[src/rtl/pipe_hazard_ctrl_if.sv]
// Signal bundle between the pipeline datapath and the hazard controller.
// master = pipeline side (drives hazard inputs), slave = controller side.
interface pipe_hazard_ctrl_if #(
  parameter int AWIDTH    = 5,
  parameter int CNT_WIDTH = 16
);
  logic                 hc_i_id_ce;
  logic [AWIDTH-1:0]    hc_i_id_addr_rs1;
  logic [AWIDTH-1:0]    hc_i_id_addr_rs2;
  logic                 hc_i_id_use_rs1;
  logic                 hc_i_id_use_rs2;
  logic                 hc_i_ex_ce;
  logic                 hc_i_ex_load;
  logic [AWIDTH-1:0]    hc_i_ex_addr_rd;
  logic                 hc_i_ex_change_pc;
  logic                 hc_i_mem_req;
  logic                 hc_i_mem_ack;

  logic                 hc_o_if_stall;
  logic                 hc_o_id_stall;
  logic                 hc_o_ex_stall;
  logic                 hc_o_mem_stall;
  logic                 hc_o_if_flush;
  logic                 hc_o_id_flush;
  logic                 hc_o_ex_flush;
  logic                 hc_o_timeout;
  logic [CNT_WIDTH-1:0] hc_o_stall_cnt;
  logic [1:0]           hc_o_state;

  modport master (
    output hc_i_id_ce, hc_i_id_addr_rs1, hc_i_id_addr_rs2, hc_i_id_use_rs1,
           hc_i_id_use_rs2, hc_i_ex_ce, hc_i_ex_load, hc_i_ex_addr_rd,
           hc_i_ex_change_pc, hc_i_mem_req, hc_i_mem_ack,
    input  hc_o_if_stall, hc_o_id_stall, hc_o_ex_stall, hc_o_mem_stall,
           hc_o_if_flush, hc_o_id_flush, hc_o_ex_flush, hc_o_timeout,
           hc_o_stall_cnt, hc_o_state
  );

  modport slave (
    input  hc_i_id_ce, hc_i_id_addr_rs1, hc_i_id_addr_rs2, hc_i_id_use_rs1,
           hc_i_id_use_rs2, hc_i_ex_ce, hc_i_ex_load, hc_i_ex_addr_rd,
           hc_i_ex_change_pc, hc_i_mem_req, hc_i_mem_ack,
    output hc_o_if_stall, hc_o_id_stall, hc_o_ex_stall, hc_o_mem_stall,
           hc_o_if_flush, hc_o_id_flush, hc_o_ex_flush, hc_o_timeout,
           hc_o_stall_cnt, hc_o_state
  );
endinterface

[src/rtl/pipe_hazard_ctrl.sv]
// Stall/flush sequencer for a 5-stage RV32I pipeline: load-use bubbles,
// execute-stage redirects, data-memory waits, timeout flag and stall counter.
module pipe_hazard_ctrl #(
  parameter int AWIDTH      = 5,
  parameter int FLUSH_LEN   = 2,
  parameter int MEM_TIMEOUT = 16,
  parameter int CNT_WIDTH   = 16
) (
  input logic               hc_clk,
  input logic               hc_rst,
  pipe_hazard_ctrl_if.slave hc
);

  typedef enum logic [1:0] {
    ST_RUN      = 2'd0,
    ST_MEM_WAIT = 2'd1,
    ST_FLUSH    = 2'd2
  } state_e;

  localparam int FCW = $clog2(FLUSH_LEN + 1);
  localparam int WCW = $clog2(MEM_TIMEOUT);
  localparam logic [FCW-1:0] FLUSH_RELOAD = FCW'(FLUSH_LEN - 1);
  localparam logic [WCW-1:0] WAIT_LIMIT   = WCW'(MEM_TIMEOUT - 1);

  state_e               state_q, state_d;
  logic [FCW-1:0]       cnt_q, cnt_d;
  logic                 pending_q, pending_d;
  logic [WCW-1:0]       wait_cnt_q, wait_cnt_d;
  logic                 timeout_q, timeout_d;
  logic [CNT_WIDTH-1:0] stall_cnt_q, stall_cnt_d;

  logic load_use, mem_wait, rs1_hit, rs2_hit;
  logic [WCW-1:0] wait_inc;
  logic if_stall, id_stall, ex_stall, mem_stall;
  logic if_flush, id_flush, ex_flush;

  assign rs1_hit  = hc.hc_i_id_use_rs1 && (hc.hc_i_id_addr_rs1 == hc.hc_i_ex_addr_rd);
  assign rs2_hit  = hc.hc_i_id_use_rs2 && (hc.hc_i_id_addr_rs2 == hc.hc_i_ex_addr_rd);
  assign load_use = hc.hc_i_id_ce && hc.hc_i_ex_ce && hc.hc_i_ex_load &&
                    (hc.hc_i_ex_addr_rd != '0) && (rs1_hit || rs2_hit);
  assign mem_wait = hc.hc_i_mem_req && !hc.hc_i_mem_ack;
  assign wait_inc = (wait_cnt_q == '1) ? wait_cnt_q : wait_cnt_q + WCW'(1);

  always_comb begin
    // NOTE: every variable gets a default before the case so no path leaves one unassigned (no latches).
    state_d     = state_q;
    cnt_d       = cnt_q;
    pending_d   = pending_q;
    wait_cnt_d  = wait_cnt_q;
    timeout_d   = timeout_q;
    if_stall    = 1'b0;
    id_stall    = 1'b0;
    ex_stall    = 1'b0;
    mem_stall   = 1'b0;
    if_flush    = 1'b0;
    id_flush    = 1'b0;
    ex_flush    = 1'b0;

    case (state_q)
      ST_RUN: begin
        if (mem_wait) begin
          {if_stall, id_stall, ex_stall, mem_stall} = 4'b1111;
          state_d    = ST_MEM_WAIT;
          wait_cnt_d = '0;
          pending_d  = hc.hc_i_ex_change_pc;  // redirect deferred behind the memory stall
        end else if (hc.hc_i_ex_change_pc) begin
          {if_flush, id_flush} = 2'b11;
          if (FLUSH_LEN > 1) begin
            state_d = ST_FLUSH;
            cnt_d   = FLUSH_RELOAD;
          end
        end else if (load_use) begin
          {if_stall, id_stall, ex_flush} = 3'b111;
        end
      end

      ST_MEM_WAIT: begin
        if (!hc.hc_i_mem_ack) begin
          {if_stall, id_stall, ex_stall, mem_stall} = 4'b1111;
          pending_d  = pending_q || hc.hc_i_ex_change_pc;
          wait_cnt_d = wait_inc;
          if (wait_inc >= WAIT_LIMIT) timeout_d = 1'b1;
        end else begin
          pending_d = 1'b0;
          if (pending_q || hc.hc_i_ex_change_pc) begin
            {if_flush, id_flush} = 2'b11;
            if (FLUSH_LEN > 1) begin
              state_d = ST_FLUSH;
              cnt_d   = FLUSH_RELOAD;
            end else begin
              state_d = ST_RUN;
            end
          end else begin
            state_d = ST_RUN;
          end
        end
      end

      ST_FLUSH: begin
        // ID holds a wrong-path instruction here, so load_use is not consulted.
        {if_flush, id_flush} = 2'b11;
        if (mem_wait) begin
          state_d    = ST_MEM_WAIT;
          pending_d  = 1'b1;
          wait_cnt_d = '0;
        end else if (hc.hc_i_ex_change_pc) begin
          cnt_d = FLUSH_RELOAD;
        end else if (cnt_q <= FCW'(1)) begin
          state_d = ST_RUN;
          cnt_d   = '0;
        end else begin
          cnt_d = cnt_q - FCW'(1);
        end
      end

      default: state_d = ST_RUN;
    endcase

    stall_cnt_d = stall_cnt_q;
    if (if_stall && (stall_cnt_q != '1)) stall_cnt_d = stall_cnt_q + CNT_WIDTH'(1);
  end

  always_ff @(posedge hc_clk) begin
    // NOTE: sequential state uses non-blocking assignments so all flops update from pre-edge values.
    if (hc_rst) begin
      state_q     <= ST_RUN;
      cnt_q       <= '0;
      pending_q   <= 1'b0;
      wait_cnt_q  <= '0;
      timeout_q   <= 1'b0;
      stall_cnt_q <= '0;
    end else begin
      state_q     <= state_d;
      cnt_q       <= cnt_d;
      pending_q   <= pending_d;
      wait_cnt_q  <= wait_cnt_d;
      timeout_q   <= timeout_d;
      stall_cnt_q <= stall_cnt_d;
    end
  end

  // Controls are silenced while reset is held so the pipeline is never frozen by stale state.
  assign hc.hc_o_if_stall  = if_stall  && !hc_rst;
  assign hc.hc_o_id_stall  = id_stall  && !hc_rst;
  assign hc.hc_o_ex_stall  = ex_stall  && !hc_rst;
  assign hc.hc_o_mem_stall = mem_stall && !hc_rst;
  assign hc.hc_o_if_flush  = if_flush  && !hc_rst;
  assign hc.hc_o_id_flush  = id_flush  && !hc_rst;
  assign hc.hc_o_ex_flush  = ex_flush  && !hc_rst;
  assign hc.hc_o_timeout   = timeout_q;
  assign hc.hc_o_stall_cnt = stall_cnt_q;
  assign hc.hc_o_state     = state_q;

endmodule
[src/flat_wrapper.sv]
// flat-port wrapper written by rule: the top's interface ports become plain ports
module pipe_hazard_ctrl_flat 
#(
  parameter int AWIDTH      = 5,
  parameter int FLUSH_LEN   = 2,
  parameter int MEM_TIMEOUT = 16,
  parameter int CNT_WIDTH   = 16
)
  (hc_clk, hc_rst, hc_hc_i_id_ce, hc_hc_i_id_addr_rs1, hc_hc_i_id_addr_rs2, hc_hc_i_id_use_rs1, hc_hc_i_id_use_rs2, hc_hc_i_ex_ce, hc_hc_i_ex_load, hc_hc_i_ex_addr_rd, hc_hc_i_ex_change_pc, hc_hc_i_mem_req, hc_hc_i_mem_ack, hc_hc_o_if_stall, hc_hc_o_id_stall, hc_hc_o_ex_stall, hc_hc_o_mem_stall, hc_hc_o_if_flush, hc_hc_o_id_flush, hc_hc_o_ex_flush, hc_hc_o_timeout, hc_hc_o_stall_cnt, hc_hc_o_state);
  pipe_hazard_ctrl_if #(.AWIDTH(AWIDTH), .CNT_WIDTH(CNT_WIDTH)) hc_i ();
  input logic hc_clk;
  input logic hc_rst;
  input wire logic [$bits(hc_i.hc_i_id_ce)-1:0] hc_hc_i_id_ce;
  input wire logic [$bits(hc_i.hc_i_id_addr_rs1)-1:0] hc_hc_i_id_addr_rs1;
  input wire logic [$bits(hc_i.hc_i_id_addr_rs2)-1:0] hc_hc_i_id_addr_rs2;
  input wire logic [$bits(hc_i.hc_i_id_use_rs1)-1:0] hc_hc_i_id_use_rs1;
  input wire logic [$bits(hc_i.hc_i_id_use_rs2)-1:0] hc_hc_i_id_use_rs2;
  input wire logic [$bits(hc_i.hc_i_ex_ce)-1:0] hc_hc_i_ex_ce;
  input wire logic [$bits(hc_i.hc_i_ex_load)-1:0] hc_hc_i_ex_load;
  input wire logic [$bits(hc_i.hc_i_ex_addr_rd)-1:0] hc_hc_i_ex_addr_rd;
  input wire logic [$bits(hc_i.hc_i_ex_change_pc)-1:0] hc_hc_i_ex_change_pc;
  input wire logic [$bits(hc_i.hc_i_mem_req)-1:0] hc_hc_i_mem_req;
  input wire logic [$bits(hc_i.hc_i_mem_ack)-1:0] hc_hc_i_mem_ack;
  output wire logic [$bits(hc_i.hc_o_if_stall)-1:0] hc_hc_o_if_stall;
  output wire logic [$bits(hc_i.hc_o_id_stall)-1:0] hc_hc_o_id_stall;
  output wire logic [$bits(hc_i.hc_o_ex_stall)-1:0] hc_hc_o_ex_stall;
  output wire logic [$bits(hc_i.hc_o_mem_stall)-1:0] hc_hc_o_mem_stall;
  output wire logic [$bits(hc_i.hc_o_if_flush)-1:0] hc_hc_o_if_flush;
  output wire logic [$bits(hc_i.hc_o_id_flush)-1:0] hc_hc_o_id_flush;
  output wire logic [$bits(hc_i.hc_o_ex_flush)-1:0] hc_hc_o_ex_flush;
  output wire logic [$bits(hc_i.hc_o_timeout)-1:0] hc_hc_o_timeout;
  output wire logic [$bits(hc_i.hc_o_stall_cnt)-1:0] hc_hc_o_stall_cnt;
  output wire logic [$bits(hc_i.hc_o_state)-1:0] hc_hc_o_state;
  assign hc_i.hc_i_id_ce = hc_hc_i_id_ce;
  assign hc_i.hc_i_id_addr_rs1 = hc_hc_i_id_addr_rs1;
  assign hc_i.hc_i_id_addr_rs2 = hc_hc_i_id_addr_rs2;
  assign hc_i.hc_i_id_use_rs1 = hc_hc_i_id_use_rs1;
  assign hc_i.hc_i_id_use_rs2 = hc_hc_i_id_use_rs2;
  assign hc_i.hc_i_ex_ce = hc_hc_i_ex_ce;
  assign hc_i.hc_i_ex_load = hc_hc_i_ex_load;
  assign hc_i.hc_i_ex_addr_rd = hc_hc_i_ex_addr_rd;
  assign hc_i.hc_i_ex_change_pc = hc_hc_i_ex_change_pc;
  assign hc_i.hc_i_mem_req = hc_hc_i_mem_req;
  assign hc_i.hc_i_mem_ack = hc_hc_i_mem_ack;
  assign hc_hc_o_if_stall = hc_i.hc_o_if_stall;
  assign hc_hc_o_id_stall = hc_i.hc_o_id_stall;
  assign hc_hc_o_ex_stall = hc_i.hc_o_ex_stall;
  assign hc_hc_o_mem_stall = hc_i.hc_o_mem_stall;
  assign hc_hc_o_if_flush = hc_i.hc_o_if_flush;
  assign hc_hc_o_id_flush = hc_i.hc_o_id_flush;
  assign hc_hc_o_ex_flush = hc_i.hc_o_ex_flush;
  assign hc_hc_o_timeout = hc_i.hc_o_timeout;
  assign hc_hc_o_stall_cnt = hc_i.hc_o_stall_cnt;
  assign hc_hc_o_state = hc_i.hc_o_state;
  pipe_hazard_ctrl #(.AWIDTH(AWIDTH), .FLUSH_LEN(FLUSH_LEN), .MEM_TIMEOUT(MEM_TIMEOUT), .CNT_WIDTH(CNT_WIDTH)) u_core (.hc_clk(hc_clk), .hc_rst(hc_rst), .hc(hc_i));
endmodule
[config.mk]
export PLATFORM = sky130hd
export DESIGN_NAME = pipe_hazard_ctrl_flat
export DESIGN_NICKNAME = d
export VERILOG_FILES = /design/src/rtl/pipe_hazard_ctrl_if.sv /design/src/rtl/pipe_hazard_ctrl.sv /design/src/flat_wrapper.sv
export SDC_FILE = /design/constraint.sdc
export NUM_CORES = 1
export LEC_CHECK = 0
export ABC_AREA = 1
export CORE_AREA = 2 2 64 66
export DETAILED_ROUTE_END_ITERATION = 6
export DIE_AREA = 0 0 66 68
export HOLD_SLACK_MARGIN = 0.06
export PLACE_DENSITY = 0.82
export SYNTH_ARGS = -nofsm -noshare
export SYNTH_HDL_FRONTEND = slang
export SYNTH_SLANG_ARGS = --single-unit
[constraint.sdc]
create_clock -name hc_clk -period 3.6 [get_ports hc_clk]
set_clock_uncertainty 0.05 [all_clocks]
set_input_delay 0.72 -clock hc_clk [delete_from_list [all_inputs] [get_ports hc_clk]]
set_output_delay 0.72 -clock hc_clk [all_outputs]
set_load 0.02 [all_outputs]
After elaboration in Yosys (flattened, before gate mapping) --
Cells that the tools add are included.
Cells by class: add/sub/neg operators 3, $lt $le $gt $ge 2, eq/ne operators 18, mux-type cells 38, bitwise gates (word level) 1, reduce and logical (&&, ||, !) cells 26
Operators with widths (number):
- $mux W2 | 14
- $add A16 B1 Y16 const B | 1
- $ne A16 B16 Y1 const B | 1
- $mux W1 | 14
- $logic_and A1 B1 Y1 | 12
- $mux W4 | 3
- $pmux W2 S3 | 2
- $eq A5 B5 Y1 | 2
- $ne A2 B2 Y1 const B | 5
- $reduce_and A3 Y1 | 3
- $ne A2 B1 Y1 const B | 4
- $pmux W4 S2 | 1
- $ne A3 B2 Y1 const B | 2
- $pmux W1 S3 | 2
- $reduce_and A6 Y1 | 1
- $reduce_bool A5 Y1 | 1
- $add A4 B1 Y4 const B | 1
- $eq A4 B4 Y1 const B | 1
- $ge A4 B4 Y1 const B | 1
- $pmux W1 S2 | 2
- $reduce_and A4 Y1 | 1
- $ne A3 B1 Y1 const B | 1
- $reduce_bool A3 Y1 | 1
- $eq A2 B1 Y1 const B | 1
- other kinds (9) | 11
Storage, ports and cells: register bits 26, output and inout port bits 26, logic and storage cells 94

Logic depth before layout (Yosys ltp) --
depth after elaboration 9, mapped depth 12

Worst setup path after synthesis --
Ideal clock, no wire load.
path type in2out, start point in hc_hc_i_mem_ack, end point out hc_hc_o_if_flush, arrival time 1884 ps, data required time 2830 ps, setup slack 946 ps, stages 7, cell sequence inv_1 > nand2_1 > inv_1 > nor2_1 > a21oi_1 > nor3_1 > buf_4
On the way: cells in the longest elaborated chain, start to end 5, elaborated cells on any way between the ends 6, those cells by class mux: 3; reduce/logical: 3
RTL lines:
- start: declaration | RTL line flat_wrapper.sv:23 | input wire logic [$bits(hc_i.hc_i_mem_ack)-1:0] hc_hc_i_mem_ack;
- $logic_not A1 Y1 | RTL line pipe_hazard_ctrl.sv:41 | assign mem_wait = hc.hc_i_mem_req && !hc.hc_i_mem_ack;
- $logic_and A1 B1 Y1 | RTL line pipe_hazard_ctrl.sv:41
- $mux W1
- $pmux W1 S3 (*)
- $logic_and A1 B1 Y1 (*)
- end: declaration | RTL line flat_wrapper.sv:28 | output wire logic [$bits(hc_i.hc_o_if_flush)-1:0] hc_hc_o_if_flush;
Mark *: on every way between the ends. The rest lies on a longest branch, timed or not.

Worst setup path in the final report --
start point in hc_hc_i_ex_addr_rd[4], end point out hc_hc_o_id_stall
On the way: cells in the longest elaborated chain, start to end 9, elaborated cells on any way between the ends 13, those cells by class eq/ne: 2; mux: 4; reduce/logical: 7
RTL lines:
- start: declaration | RTL line flat_wrapper.sv:20 | input wire logic [$bits(hc_i.hc_i_ex_addr_rd)-1:0] hc_hc_i_ex_addr_rd;
- $eq A5 B5 Y1 (on tied branches) | RTL line pipe_hazard_ctrl.sv:37, pipe_hazard_ctrl.sv:38
- $logic_and A1 B1 Y1 (on tied branches) | RTL line pipe_hazard_ctrl.sv:37, pipe_hazard_ctrl.sv:38
- $logic_or A1 B1 Y1 | RTL line pipe_hazard_ctrl.sv:40 | (hc.hc_i_ex_addr_rd != '0) && (rs1_hit || rs2_hit);
- $logic_and A1 B1 Y1 (*) | RTL line pipe_hazard_ctrl.sv:40
- $mux W1 (*) | RTL line pipe_hazard_ctrl.sv:72 | end else if (load_use) begin
- $mux W1 (*) | RTL line pipe_hazard_ctrl.sv:66 | end else if (hc.hc_i_ex_change_pc) begin
- $mux W1 (*) | RTL line pipe_hazard_ctrl.sv:61 | if (mem_wait) begin
- $pmux W1 S2 (*) | RTL line pipe_hazard_ctrl.sv:59 | case (state_q)
- $logic_and A1 B1 Y1 (*) | RTL line pipe_hazard_ctrl.sv:144 | assign hc.hc_o_id_stall = id_stall && !hc_rst;
- end: declaration | RTL line flat_wrapper.sv:25 | output wire logic [$bits(hc_i.hc_o_id_stall)-1:0] hc_hc_o_id_stall;
Marks and branches as above.

==> out/results.tsv <==
stage	metric	value	unit
outcome	status	finished clean	
logic_synthesis	Net Count, Synth	327	
clock_tree	Post-CTS Hold Buffers	0	
grt	vias in the first global route	1681	
timing	crit share post-route	93.4	%
floorplan	row count	23	
worst_hold_path	hold_sp	u_core.cnt_q[0]	
grt	total global routing overflow	0	
power_and_ir_drop	Power, Total	0.000939	W
power_and_ir_drop	Logic pwr share	43.2	%
cells_and_area	final net count	372	
cells_and_area	n_diodes	0	
floorplan	top-level port count	51	
power_and_ir_drop	Leakage	1.02	nW
grt	initial antenna violation count	0	
worst_setup_path	CP startpoint kind	input port	
floorplan	die height	68	um
grt	GRT Resource Usage Total	20.2	%
clock_tree	Post-CTS Setup Bufs	0	
worst_hold_path	Hold Crit Class	flip-flop to flip-flop	
worst_setup_path	R2R depth	9	
power_and_ir_drop	Int Pwr	0.000579	W
floorplan	die width	66	um
logic_synthesis	asr flop ratio synth	0	%
worst_setup_path	CP max FO	4	
place	DP HPWL	3.38	mm
logic_synthesis	Synth Flop Type	dfxtp_1	
clock_tree	clock tree buffer depth	2	
floorplan	Initial Utilization	48.9	%
worst_setup_path	crit path kind	input port to output port	
timing	Worst-Margin Slew	0.452	ns
clock_tree	Clock transition at path regs	0.08	ns
place	GP Congestion	0.937	
worst_setup_path	Worst setup EP type	output port	
cells_and_area	share of layout cells above drive strength 1	8.24	%
worst_setup_path	Reg-to-Reg End	u_core.hc.hc_o_stall_cnt[3]	
clock_tree	Root Buffer	clkbuf_8	
drt	Detail Route Antenna Nets	0	
drt	DR iter-0 viols	86	
worst_hold_path	Hold Path Sink	u_core.cnt_q[0]	
clock_tree	htree depth	1	
clock_tree	CTS Buf Count	3	
logic_synthesis	sequential-to-total area share from yosys stat	27.6	%
cells_and_area	area delta synth->final	29.8	%
logic_synthesis	syn_area_per_cell	6.37	um2
clock_tree	post-CTS resize count	0	
worst_hold_path	hold path depth	2	
worst_setup_path	worst endpoint data arrival time	2.59	ns
timing	Finish-stage setup viols	0	
power_and_ir_drop	VDD IR max	0.316	mV
drt	final wirelength	4.29	mm
timing	max_slew headroom	69.6	%
worst_setup_path	Worst EP required	2.83	ns
timing	unrepaired setup endpoints after global routing	no	
power_and_ir_drop	Net Sw Frac	38.3	%
timing	Period minus WS final	3.36	ns
grt	first-pass GRT wire length	7.20	mm
drt	via/cell ratio	5.01	
logic_synthesis	Post-Syn Area	1890	um2
logic_synthesis	yosys warns	0	
cells_and_area	Filler cells	353	
timing	FMAX	297	MHz
logic_synthesis	number of flops mapped to enable cells by yosys	0	
power_and_ir_drop	sequential power share	36.7	%
power_and_ir_drop	Clk pwr share	20.1	%
timing	final slew viol count	0	
timing	Final Hold Viols	0	
timing	Hold Slack	0.422	ns
logic_synthesis	post-synth cell types	30	
run	MaxCap Viol Count	0	
logic_synthesis	Post-Synthesis Cells	296	
worst_setup_path	crit path from	hc_hc_i_ex_addr_rd[4]	
clock_tree	clock tree sinks	26	
power_and_ir_drop	NetSw	0.000360	W
floorplan	die footprint	4490	um2
drt	drt wl/cell	11.0	um
logic_synthesis	post-synthesis register bit count	26	
clock_tree	clk_lat worst skew	0.27	ns
timing	setup TNS	0	ns
power_and_ir_drop	PwrDens	383	nW/um2
drt	drt first pass iters	4	
drt	Post-route DRC	0	
clock_tree	TritonCTS clock tree	built	
place	IO Port Bufs	50	
floorplan	area of the core	3860	um2
worst_setup_path	Worst R2R Start	u_core.hc.hc_o_stall_cnt[0]	
grt	largest net degree at the start of global routing	23	
drt	via total after detailed routing	1954	
worst_setup_path	FF-to-FF setup slack	1.56	ns
[synthesized netlist by cell type (2+ instances only)]
library cell / instances / area (um2)
o21ai_0: 8 / 40.0
nand3_1: 30 / 150
nand2_2: 2 / 12.5
a21oi_2: 10 / 87.6
nor2_1: 36 / 135
a21oi_1: 18 / 90.1
inv_2: 6 / 22.5
nor3_1: 5 / 25.0
nand2_1: 76 / 285
o21bai_1: 2 / 15.0
xnor2_1: 7 / 61.3
nand4_1: 3 / 18.8
dfxtp_1: 26 / 521
buf_4: 3 / 22.5
buf_2: 2 / 10.0
inv_1: 31 / 116
clkbuf_1: 4 / 15.0
xor2_1: 7 / 61.3
a211oi_1: 4 / 30.0
ha_1: 6 / 75.1
[cell type report]
| type | instances | area (um2) | area share, % |
|---|---|---|---|
| Clock buffer | 4 | 55.1 | 2.25 |
| Multi-Input combinational cell | 222 | 1160 | 47.5 |
| Sequential cell | 26 | 520 | 21.2 |
| Inverter | 37 | 139 | 5.67 |
| Tap cell | 50 | 62.6 | 2.55 |
| Timing Repair Buffer | 51 | 508 | 20.7 |
[worst max-delay path by stage]
stage / cells after the start / to
floorplan: 7 / hc_hc_o_if_flush
global placement: 10 / hc_hc_o_if_stall
detailed placement: 10 / hc_hc_o_id_stall
CTS: 10 / hc_hc_o_id_stall
global route: 10 / hc_hc_o_id_stall
finish: 10 / hc_hc_o_id_stall
[flip-flops by register name, indices dropped and copies added, names as in the netlist]
register,count
u_core.hc.hc_o_stall_cnt,16
u_core.wait_cnt_q,4
u_core.cnt_q,2
u_core.hc.hc_o_state,2
u_core.hc.hc_o_timeout,1
u_core.pending_q,1
[logic make-up after synthesis]
logic type | count (synthesis) | synth area share, %
AND/OR/NAND/NOR | 158 | 36.6
buffers and inverters | 48 | 10.7
adder cells (fa/ha/maj) | 6 | 3.98
AO/OA/AOI/OAI | 44 | 14.7
XOR/XNOR | 14 | 6.50
flip-flops | 26 | 27.6
[metrics by stage]
stage	util [%]	cells	worst slack, ns	area, um2
finish	63.5	390	0.238	2450
detailed placement	62.1	386	0.243	2390
global route	63.5	390	0.0627	2450
CTS	63.5	390	0.237	2450
floorplan	-	296	0.946	1890
global placement	62.1	386	0.271	2390
[cells in the final DEF, fill, tap and decap left out, drive strengths merged, types with 5 or more instances in the layout]
cell type      netlist  layout
inv                 37      37
clkdlybuf4s50        0      50
dfxtp               26      26
nand3               30      30
ha                   6       6
xor2                 7       7
nor2                38      38
xnor2                7       7
nor3                 5       5
nand2               79      79
a21oi               28      28
o21ai                8       8
[worst max-delay path, cell delays in order]
cell	delay (ns)
clkdlybuf4s50_1	0.54
inv_2	0.05
nand2_1	0.06
nand2_1	0.05
nor2_1	0.08
nand3_1	0.08
nand2_1	0.09
nand3_1	0.10
a21oi_1	0.19
clkdlybuf4s50_1	0.63
[power by group through the flow]
stage / combinational, W / sequential [W] / clock (W)
after floorplan: 0.000275 / 0.000360 / 0
after global placement: 0.000401 / 0.000349 / 0
after detailed placement: 0.000405 / 0.000351 / 0
after CTS: 0.000407 / 0.000345 / 0.000193
after global routing: 0.000454 / 0.000348 / 0.000204
final: 0.000405 / 0.000345 / 0.000189
[layer usage]
layer | vias up | track usage (%) | part of all wire [%]
met5 | - | 0 | 0
met4 | 0 | 6.38 | 2.2
met3 | 9 | 2.96 | 2.4
met2 | 32 | 34.7 | 48
met1 | 878 | 26.2 | 48
li1 | 1035 | - | -
No activity file was read; power rests on OpenSTA's default activity.
